===== src/rtl/miner_pkg.sv =====
// Shared constants and types for the nonce-sweeping double-SHA256 controller.
package miner_pkg;

  localparam logic [255:0] SHA_IV = {
    32'h6a09e667, 32'hbb67ae85, 32'h3c6ef372, 32'ha54ff53a,
    32'h510e527f, 32'h9b05688c, 32'h1f83d9ab, 32'h5be0cd19
  };

  // Message bit lengths written into the final padding word of each block.
  localparam logic [63:0] LEN_HDR = 64'd640;
  localparam logic [63:0] LEN_DIG = 64'd256;

  typedef enum logic [2:0] {
    S_IDLE,
    S_MID,
    S_BLK2,
    S_DBL,
    S_CHECK
  } state_e;

  function automatic logic [31:0] byteswap32(input logic [31:0] x);
    return {x[7:0], x[15:8], x[23:16], x[31:24]};
  endfunction

endpackage


===== src/rtl/nonce_stepper.sv =====
// Nonce register with load/step and a 33-bit compare so the sweep never wraps past the limit.
module nonce_stepper #(
  parameter logic [31:0] START  = 32'h0000_0000,
  parameter logic [31:0] STRIDE = 32'd1,
  parameter logic [31:0] LIMIT  = 32'hFFFF_FFFF
) (
  input  logic        clk_i,
  input  logic        rst_i,
  input  logic        load_i,
  input  logic        step_i,
  output logic [31:0] nonce_o,
  output logic [31:0] next_o,
  output logic        last_o
);

  logic [31:0] nonce_q;
  logic [32:0] sum;

  assign sum     = {1'b0, nonce_q} + {1'b0, STRIDE};
  assign next_o  = sum[31:0];
  assign last_o  = sum > {1'b0, LIMIT};
  assign nonce_o = nonce_q;

  always_ff @(posedge clk_i) begin
    if (rst_i)       nonce_q <= '0;
    else if (load_i) nonce_q <= START;
    else if (step_i) nonce_q <= sum[31:0];
  end

endmodule


===== src/rtl/miner_sequencer.sv =====
// Sweeps nonces through an external SHA256 compression core: midstate once, then
// second block + double hash per nonce, checking trailing zero bits of the raw digest.
module miner_sequencer
  import miner_pkg::*;
#(
  parameter logic [31:0] NONCE_START  = 32'h0000_0000,
  parameter logic [31:0] NONCE_STRIDE = 32'd1,
  parameter logic [31:0] NONCE_LIMIT  = 32'hFFFF_FFFF,
  parameter int unsigned ZERO_BITS    = 32
) (
  input  logic         clock,
  input  logic         reset,
  input  logic         start,
  input  logic         abort,
  input  logic [639:0] header,
  output logic         busy,
  output logic         found,
  output logic         exhausted,
  output logic [255:0] hash_out,
  output logic [31:0]  nonce_out,
  output logic         sha_start,
  output logic [511:0] sha_block,
  output logic [255:0] sha_h_in,
  input  logic         sha_done,
  input  logic [255:0] sha_h_out
);

  localparam logic [255:0] ZMASK = {256{1'b1}} >> (256 - ZERO_BITS);

  state_e       state_q;
  logic [95:0]  tail_q;
  logic [255:0] mid_q;
  logic [255:0] dig2_q;
  logic [31:0]  nonce, nonce_nxt;
  logic         last, hit, kill, load, step;
  logic         unused_nonce_field;

  // The header's own nonce field is replaced by the swept counter.
  assign unused_nonce_field = ^header[31:0];

  function automatic logic [511:0] blk2(input logic [95:0] tail, input logic [31:0] n);
    return {tail, byteswap32(n), 1'b1, 319'b0, LEN_HDR};
  endfunction

  assign hit  = (dig2_q & ZMASK) == '0;
  assign kill = abort && (state_q != S_IDLE);
  assign load = (state_q == S_IDLE) && start;
  assign step = (state_q == S_CHECK) && !kill && !hit && !last;

  nonce_stepper #(
    .START (NONCE_START),
    .STRIDE(NONCE_STRIDE),
    .LIMIT (NONCE_LIMIT)
  ) u_stepper (
    .clk_i  (clock),
    .rst_i  (reset),
    .load_i (load),
    .step_i (step),
    .nonce_o(nonce),
    .next_o (nonce_nxt),
    .last_o (last)
  );

  always_ff @(posedge clock) begin
    if (reset) begin
      state_q   <= S_IDLE;
      tail_q    <= '0;
      mid_q     <= '0;
      dig2_q    <= '0;
      busy      <= 1'b0;
      found     <= 1'b0;
      exhausted <= 1'b0;
      hash_out  <= '0;
      nonce_out <= '0;
      sha_start <= 1'b0;
      sha_block <= '0;
      sha_h_in  <= '0;
    end else begin
      sha_start <= 1'b0;
      if (kill) begin
        // Any outstanding sha_done is dropped because IDLE never looks at it.
        state_q <= S_IDLE;
        busy    <= 1'b0;
      end else begin
        case (state_q)
          S_IDLE: if (start) begin
            tail_q    <= header[127:32];
            found     <= 1'b0;
            exhausted <= 1'b0;
            hash_out  <= '0;
            nonce_out <= '0;
            busy      <= 1'b1;
            sha_start <= 1'b1;
            sha_block <= header[639:128];
            sha_h_in  <= SHA_IV;
            state_q   <= S_MID;
          end
          S_MID: if (sha_done) begin
            mid_q     <= sha_h_out;
            sha_start <= 1'b1;
            sha_block <= blk2(tail_q, nonce);
            sha_h_in  <= sha_h_out;
            state_q   <= S_BLK2;
          end
          S_BLK2: if (sha_done) begin
            sha_start <= 1'b1;
            sha_block <= {sha_h_out, 1'b1, 191'b0, LEN_DIG};
            sha_h_in  <= SHA_IV;
            state_q   <= S_DBL;
          end
          S_DBL: if (sha_done) begin
            dig2_q  <= sha_h_out;
            state_q <= S_CHECK;
          end
          S_CHECK: begin
            if (hit) begin
              found     <= 1'b1;
              hash_out  <= dig2_q;
              nonce_out <= nonce;
              busy      <= 1'b0;
              state_q   <= S_IDLE;
            end else if (last) begin
              exhausted <= 1'b1;
              busy      <= 1'b0;
              state_q   <= S_IDLE;
            end else begin
              sha_start <= 1'b1;
              sha_block <= blk2(tail_q, nonce_nxt);
              sha_h_in  <= mid_q;
              state_q   <= S_BLK2;
            end
          end
          default: state_q <= S_IDLE;
        endcase
      end
    end
  end

endmodule


===== config.mk =====
export PLATFORM = sky130hd
export DESIGN_NAME = miner_sequencer
export DESIGN_NICKNAME = d
export VERILOG_FILES = /design/src/rtl/miner_pkg.sv /design/src/rtl/nonce_stepper.sv /design/src/rtl/miner_sequencer.sv
export SDC_FILE = /design/constraint.sdc
export NUM_CORES = 2
export LEC_CHECK = 0
export ABC_AREA = 1
export CAP_MARGIN = 15
export CORE_AREA = 8 8 763 765
export DETAILED_ROUTE_END_ITERATION = 8
export DIE_AREA = 0 0 771 773
export PLACE_DENSITY = 0.41
export RECOVER_POWER = 25
export SETUP_SLACK_MARGIN = 0.05
export SLEW_MARGIN = 20
export SYNTH_ARGS = -nofsm -noshare
export SYNTH_HDL_FRONTEND = slang
export SYNTH_HIERARCHICAL = 1
export SYNTH_SLANG_ARGS = --single-unit

===== constraint.sdc =====
create_clock -name clock -period 3.1 [get_ports clock]
set_clock_uncertainty 0.1 [all_clocks]
set_input_delay 0.31 -clock clock [delete_from_list [all_inputs] [get_ports clock]]
set_output_delay 0.31 -clock clock [all_outputs]
set_load 0.05 [all_outputs]

# Word level (Yosys, flattened, before mapping)
# Cells that the tools add are included.
[word_totals]
regBits = 1703
latchBits = 0
mem_bits_rw = 0
romBits = 0
input_bits = 901
output_inout_bits = 1060
word_cells = 93
memories = 0
[op_classes]
addsub = 1
mul = 0
div_mod_pow = 0
n_lt_le_gt_ge = 1
eq_ne = 13
shift = 0
mux = 40
n_bitwise = 1
n_reduce_logical = 24
[ops]
columns = ["operator", "count"]
rows = [
  ["$mux 512", 5],
  ["$pmux 512 s4", 1],
  ["$mux 256", 7],
  ["$pmux 256 s4", 1],
  ["$pmux 256 s2", 1],
  ["$logic_not 256->1", 1],
  ["$mux 32", 2],
  ["$pmux 32 s2", 1],
  ["$add 32x1->33 const B", 1],
  ["$gt 33x32->1 const B", 1],
  ["$ne 2x2->1 const B", 8],
  ["$pmux 3 s5", 1],
  ["$mux 3", 4],
  ["$reduce_and 3->1", 4],
  ["$mux 1", 11],
  ["$reduce_and 4->1", 2],
  ["$reduce_and 7->1", 1],
  ["$eq 3x2->1 const B", 2],
  ["$pmux 1 s2", 3],
  ["$reduce_or 2->1", 3],
  ["$logic_and 1x1->1", 5],
  ["$reduce_and 5->1", 1],
  ["$mux 2", 2],
  ["$reduce_bool 4->1", 1],
  ["other kinds (9)", 11],
]

# Logic depth before layout (Yosys ltp)
[depth]
depth_word = 6
depth_mapped = 24

# By module
# Netlist, hierarchy kept.
[modules_own_cells]
columns = ["module", "n_inst", "cells_per_inst", "area_each_um2", "seq_area_each_um2"]
rows = [
  ["miner_sequencer", 1, 9942, 69706.9, 33452.1],
  ["nonce_stepper", 1, 435, 2484.9, 640.6],
]

# Worst setup path after synthesis
# OpenSTA, ideal clock, no wires.
[synth_path]
path_kind = "reg-to-reg"
from = "register u_stepper.nonce_q[0], in the netlist u_stepper/nonce_o[0]"
to = "register u_stepper.nonce_q[12], in the netlist u_stepper/nonce_o[12]"
setup_ps = 115
arrival_ps = 2744
setup_slack_ps = 141
path_stages_with_launch = 23
cell_sequence = "dfxtp_1 > ha_1 > inv_1 > nor2_4 > nand2_4 > nor2_8 > nand2_1 > nand2_1 > nand2_2 > nand2_1 > nor2_1 > nand2_1 > nor2_1 > nand2_1 > nand2_1 > nor2_1 > nand2_1 > a21oi_1 > inv_1 > clkbuf_1 > clkbuf_1 > o21ai_0 > inv_1"
[synth_between]
elab_chain_cells = 4
[synth_rtl]
columns = ["item", "line_no", "source"]
rows = [
  ["start, declared", "nonce_stepper.sv:16", "logic [31:0] nonce_q;"],
  ["start signal, assigned", "nonce_stepper.sv:27", "else if (step_i) nonce_q <= sum[31:0];"],
  ["$add 32x1->33", "nonce_stepper.sv:19", "assign sum = {1'b0, nonce_q} + {1'b0, STRIDE};"],
  ["net nonce_nxt[24]", "miner_sequencer.sv:34", "logic [31:0] nonce, nonce_nxt;"],
  ["$gt 33x32->1", "nonce_stepper.sv:21", "assign last_o = sum > {1'b0, LIMIT};"],
  ["net last", "miner_sequencer.sv:35", "logic last, hit, kill, load, step;"],
  ["$logic_not 1->1", "miner_sequencer.sv:48", "assign step = (state_q == S_CHECK) && !kill && !hit && !last;"],
  ["$logic_and 1x1->1", "miner_sequencer.sv:48", ""],
  ["net step", "miner_sequencer.sv:35", ""],
]
# The timed path passes the listed nets, and every way through them passes these cells.
# A chain may end at the register's enable or synchronous reset.

# Worst setup path in the final report
[layout_path]
from = "register u_stepper.nonce_q[1], in the netlist u_stepper/nonce_o[1]"
to = "register sha_block[362]"
[layout_between]
elab_chain_cells = 4
[layout_rtl]
columns = ["item", "line_no", "source"]
rows = [
  ["$add 32x1->33", "nonce_stepper.sv:19", ""],
  ["net nonce_nxt[18]", "miner_sequencer.sv:34", ""],
  ["$gt 33x32->1", "nonce_stepper.sv:21", ""],
  ["net last", "miner_sequencer.sv:35", ""],
  ["$ne 2x2->1 (no line)", "--", ""],
  ["$reduce_and 7->1 (no line)", "--", ""],
  ["end signal, assigned", "miner_sequencer.sv:94", "sha_block <= header[639:128];"],
  ["end signal, assigned", "miner_sequencer.sv:101", "sha_block <= blk2(tail_q, nonce);"],
  ["end signal, assigned", "miner_sequencer.sv:107", "sha_block <= {sha_h_out, 1'b1, 191'b0, LEN_DIG};"],
  ["end, declared", "miner_sequencer.sv:22", "output logic [511:0] sha_block,"],
]
# The timed path passes the listed nets, and every way through them passes these cells.

==> metrics.md <==
| Metric | Value |
|---|---|
| Fin util | 20.88% |
| DRC Markers | 0 |
| GP Congestion | 0.8969 |
| Final worst path period need | 3.353 ns |
| Mean Syn Cell Area | 6.957 sq um |
| Vias in the first global route | 77806 |
| Top cell type's share of synthesized area | 47.23% |
| Outcome | finished with violations |
| Maxcap violations | 1 |
| CTS tree | yes |
| Setup Viol. Count Final | 760 |
| First-pass GRT wire length | 733300 um |
| M1 wire length | 232700 um |
| Worst-path clk slew | 0.07 ns |
| PD cells | 1088 nW/um^2 |
| DRT antenna net count | 0 |
| Violated checks | max-capacitance violations, max-slew violations, negative setup slack |
| CTS Buffer Depth | 4 |
| Starting Density | 12.66% |
| Port bufs | 1928 |
| Critical path class | reg -> reg |
| Combinational share of power | 55.2% |
| Clock power frac | 21.8% |
| Core Footprint | 570400 sq um |
| Initial DRC Count | 6476 |
| VDD IR max | 700.6 uV |
| Yosys warns | 6 |
| Post-Layout Cell Count | 20701 |
| Dpl cells | 19545 |
| Crit path DAT | 4.07 ns |
| #FFs+latches synth | 1703 |
| Total GRT Usage | 17.84% |
| Sw Share | 48.51% |
| Clock Tree Root | clkbuf_16 |
| Pwr Total | 129.6 mW |
| Mapped Area | 72190 sq um |
| DP Wirelength | 443900 um |
| Area delta synth->final | 64.96% |
| WL met2 | 259400 um |
| CP Capture Type | register |
| Sw Pwr | 62.86 mW |
| FMAX | 0.2983 GHz |
| DRT Wirelength | 566400 um |
| Total negative slack | -91.18 ns |
| Period utilization | 108.1% |
| Syn Nets | 11281 |
| Worst slew pin tran | 1.582 ns |
| Layout cells sized above 1 | 9.722% |
| RSZ-0062 raised after global routing | yes |
| Setup WS post-layout | -0.2525 ns |
| Width of the die | 771 um |
| Pin count of the biggest net entering global routing | 126 |
| GRT Residual Overflow | 0 |
| Dominant cell type by area after synthesis | dfxtp_1 |
| Max-slew headroom | -5.443% |
| Core Rows | 278 |
| Mapped Cells | 10377 |
| Share of power burned in registers | 23.0% |
| TritonCTS Sinks | 1703 |
| Num CTS Buffers | 230 |
| Initial antenna violation count | 250 |
| DR vias/cell | 3.943 |
| Final hold vios | 0 |
| Yosys cell types | 32 |
| Top layer in use | met5 |
| Metal3 WL | 52400 um |
| Post-synthesis sequential area ratio | 47.23% |
| Worst hold path type | in -> reg |
| Top Ports | 1961 |
| CP max FO | 8 |
| # nets final | 13758 |
| Vias | 81617 |
| Leak Pwr | 45.65 nW |
| Clock Latency Late Sink | 0.95 ns |
| Reg2Reg Setup Slack | -0.25 ns |
| Die height | 773 um |
| CTS H-Tree Depth | 4 |
| Routed len/inst | 27.36 um |
| Slew Viols, Final | 98 |
| Die Area | 596000 sq um |
| Req. time, crit path | 3.82 ns |
| Startpoint Class | register |
| Cell-internal power | 66.71 mW |
| Router iterations before antenna repair | 6 |
| Largest cells by area after synthesis | dfxtp_1 47%, nor2_1 10%, nand2_1 9.0%, a21oi_1 7.0%, o21ai_0 6.6% |
through the flow:
step	hold slack (ns)	setup WS [ns]	cell area, sq um
floorplan	0.3236	0.1408	72190
global placement	0.3251	-0.6107	103300
finish	0.1008	-0.2525	119100
detailed placement	0.3282	-0.6058	103300
CTS	0.001014	-0.2467	118100
global route	0.05281	-0.3831	118900
flip-flops by register name, indices dropped and copies added, names as in the netlist:
signal,cells
nonce_out,32
hash_out,256
sha_h_in,256
state_q,3
exhausted,1
sha_block,512
busy,1
dig2_q,256
mid_q,256
tail_q,96
found,1
u_stepper/nonce_o,32
sha_start,1
placed cells by master, fill, tap and decap left out, types with 30 or more instances in the layout:
master              n
buf_4             361
diode_2            99
nor2_2             96
nor2_4             72
nand3b_1          123
a22oi_1           127
clkbuf_8           43
o22ai_1            43
clkbuf_2           41
nand2_2            30
o21ai_0           946
buf_12            142
nand3_1           668
clkdlybuf4s50_1  1803
inv_1             825
dlygate4sd3_1     567
a21oi_1          1005
dfxtp_1          1681
clkinv_2           35
nor2_1           1848
buf_16             34
clkbuf_16         253
nand2_1          1711
nand4_1           261
clkbuf_1          153
worst max-delay path: stages (launching register included):
cell and delay (ns):
dfxtp_4 0.39, ha_4 0.16, nand3_4 0.07, nor2_4 0.19, nand2_4 0.13, nor2_4 0.10
nor2_2 0.04, nor2_2 0.11, nand2_1 0.08, nor2_1 0.10, nand2_1 0.07, nor2_2 0.14
nand2_2 0.08, nand2_4 0.11, nand2_2 0.07, nand2_2 0.09, nor2_4 0.04, buf_12 0.15
nand2_8 0.09, inv_12 0.06, buf_16 0.15, buf_12 0.24, clkbuf_16 0.17, nor2_2 0.10
nor2_1 0.05
repair_timing:
| item | in CTS | in global routing |
|---|---|---|
| hold buffers | 567 | 0 |
| gates cloned | 15 | 24 |
| buffers inserted | 21 | 11 |
| resized for setup | 191 | 192 |
| setup endpoints to repair | 801 | 801 |
| pin swaps | 37 | 34 |
| endpoints found under the hold margin | 774 | 0 |
worst paths after layout:
check / start / to / cells after the start
setup reg to reg: u_stepper/nonce_o[1] / sha_block[362] / 24
setup / recovery: u_stepper/nonce_o[1] / sha_block[362] / 24
hold / removal: header[569] / sha_block[441] / 7
hold reg to reg: hash_out[22] / hash_out[22] / 2
layout make-up:
class | instances | area (sq um)
Clock inverter | 86 | 1216
Clock buffer | 334 | 6598
Fill cell | 64453 | 451400
Tap cell | 7560 | 9459
Antenna cell | 99 | 247.7
Inverter | 836 | 3198
Sequential cell | 1703 | 34140
Multi-Input combinational cell | 6977 | 32420
Timing Repair Buffer | 3106 | 31820
power groups by stage:
stage | Combinational [mW] | Clock (mW) | Sequential, mW
2_1_floorplan | 24.8 | 0 | 40.9
3_3_place_gp | 66.6 | 0 | 29.9
3_5_place_dp | 66.5 | 0 | 30.0
4_1_cts | 70.7 | 29.3 | 29.7
5_1_grt | 76.7 | 30.0 | 30.3
6_report | 71.5 | 28.3 | 29.7
Yosys cell counts:
master	number
nand2_2	10
nand4_1	261
inv_2	8
and2_1	1
ha_1	3
nand3_2	4
nor2_4	9
buf_1	68
o211ai_1	1
o21ai_0	950
a21oi_1	1009
inv_1	827
nand2_4	3
nand3b_1	123
o21ai_1	1
nor2_1	1999
xnor2_1	1
xor2_1	1
o22ai_1	43
a31oi_1	2
a22oi_1	127
nor3_1	3
nor2_2	8
a211oi_1	4
buf_2	174
clkinv_2	1
clkbuf_1	597
buf_4	22
nand3_1	675
nand2_1	1738
nor2_8	1
dfxtp_1	1703
cells by family (layout without fill, tap and decap cells):
group	count (synthesis)	in the layout	share of synthesized area, %
flip-flops	1703	1703	47.23
adder cells (fa/ha/maj)	3	3	0.05200
other	0	99	0
buffers and inverters	1697	4362	9.241
AO/OA/AOI/OAI	2137	2137	15.35
AND/OR/NAND/NOR	4835	4835	28.11
XOR/XNOR	2	2	0.02427
routing by layer:
layer	global-route usage, %	vias up
met5	0	-
met4	5.471	78
met3	6.259	677
met2	29.45	2914
met1	21.66	39276
li1	-	38672
(Power assumes the default switching activity.)
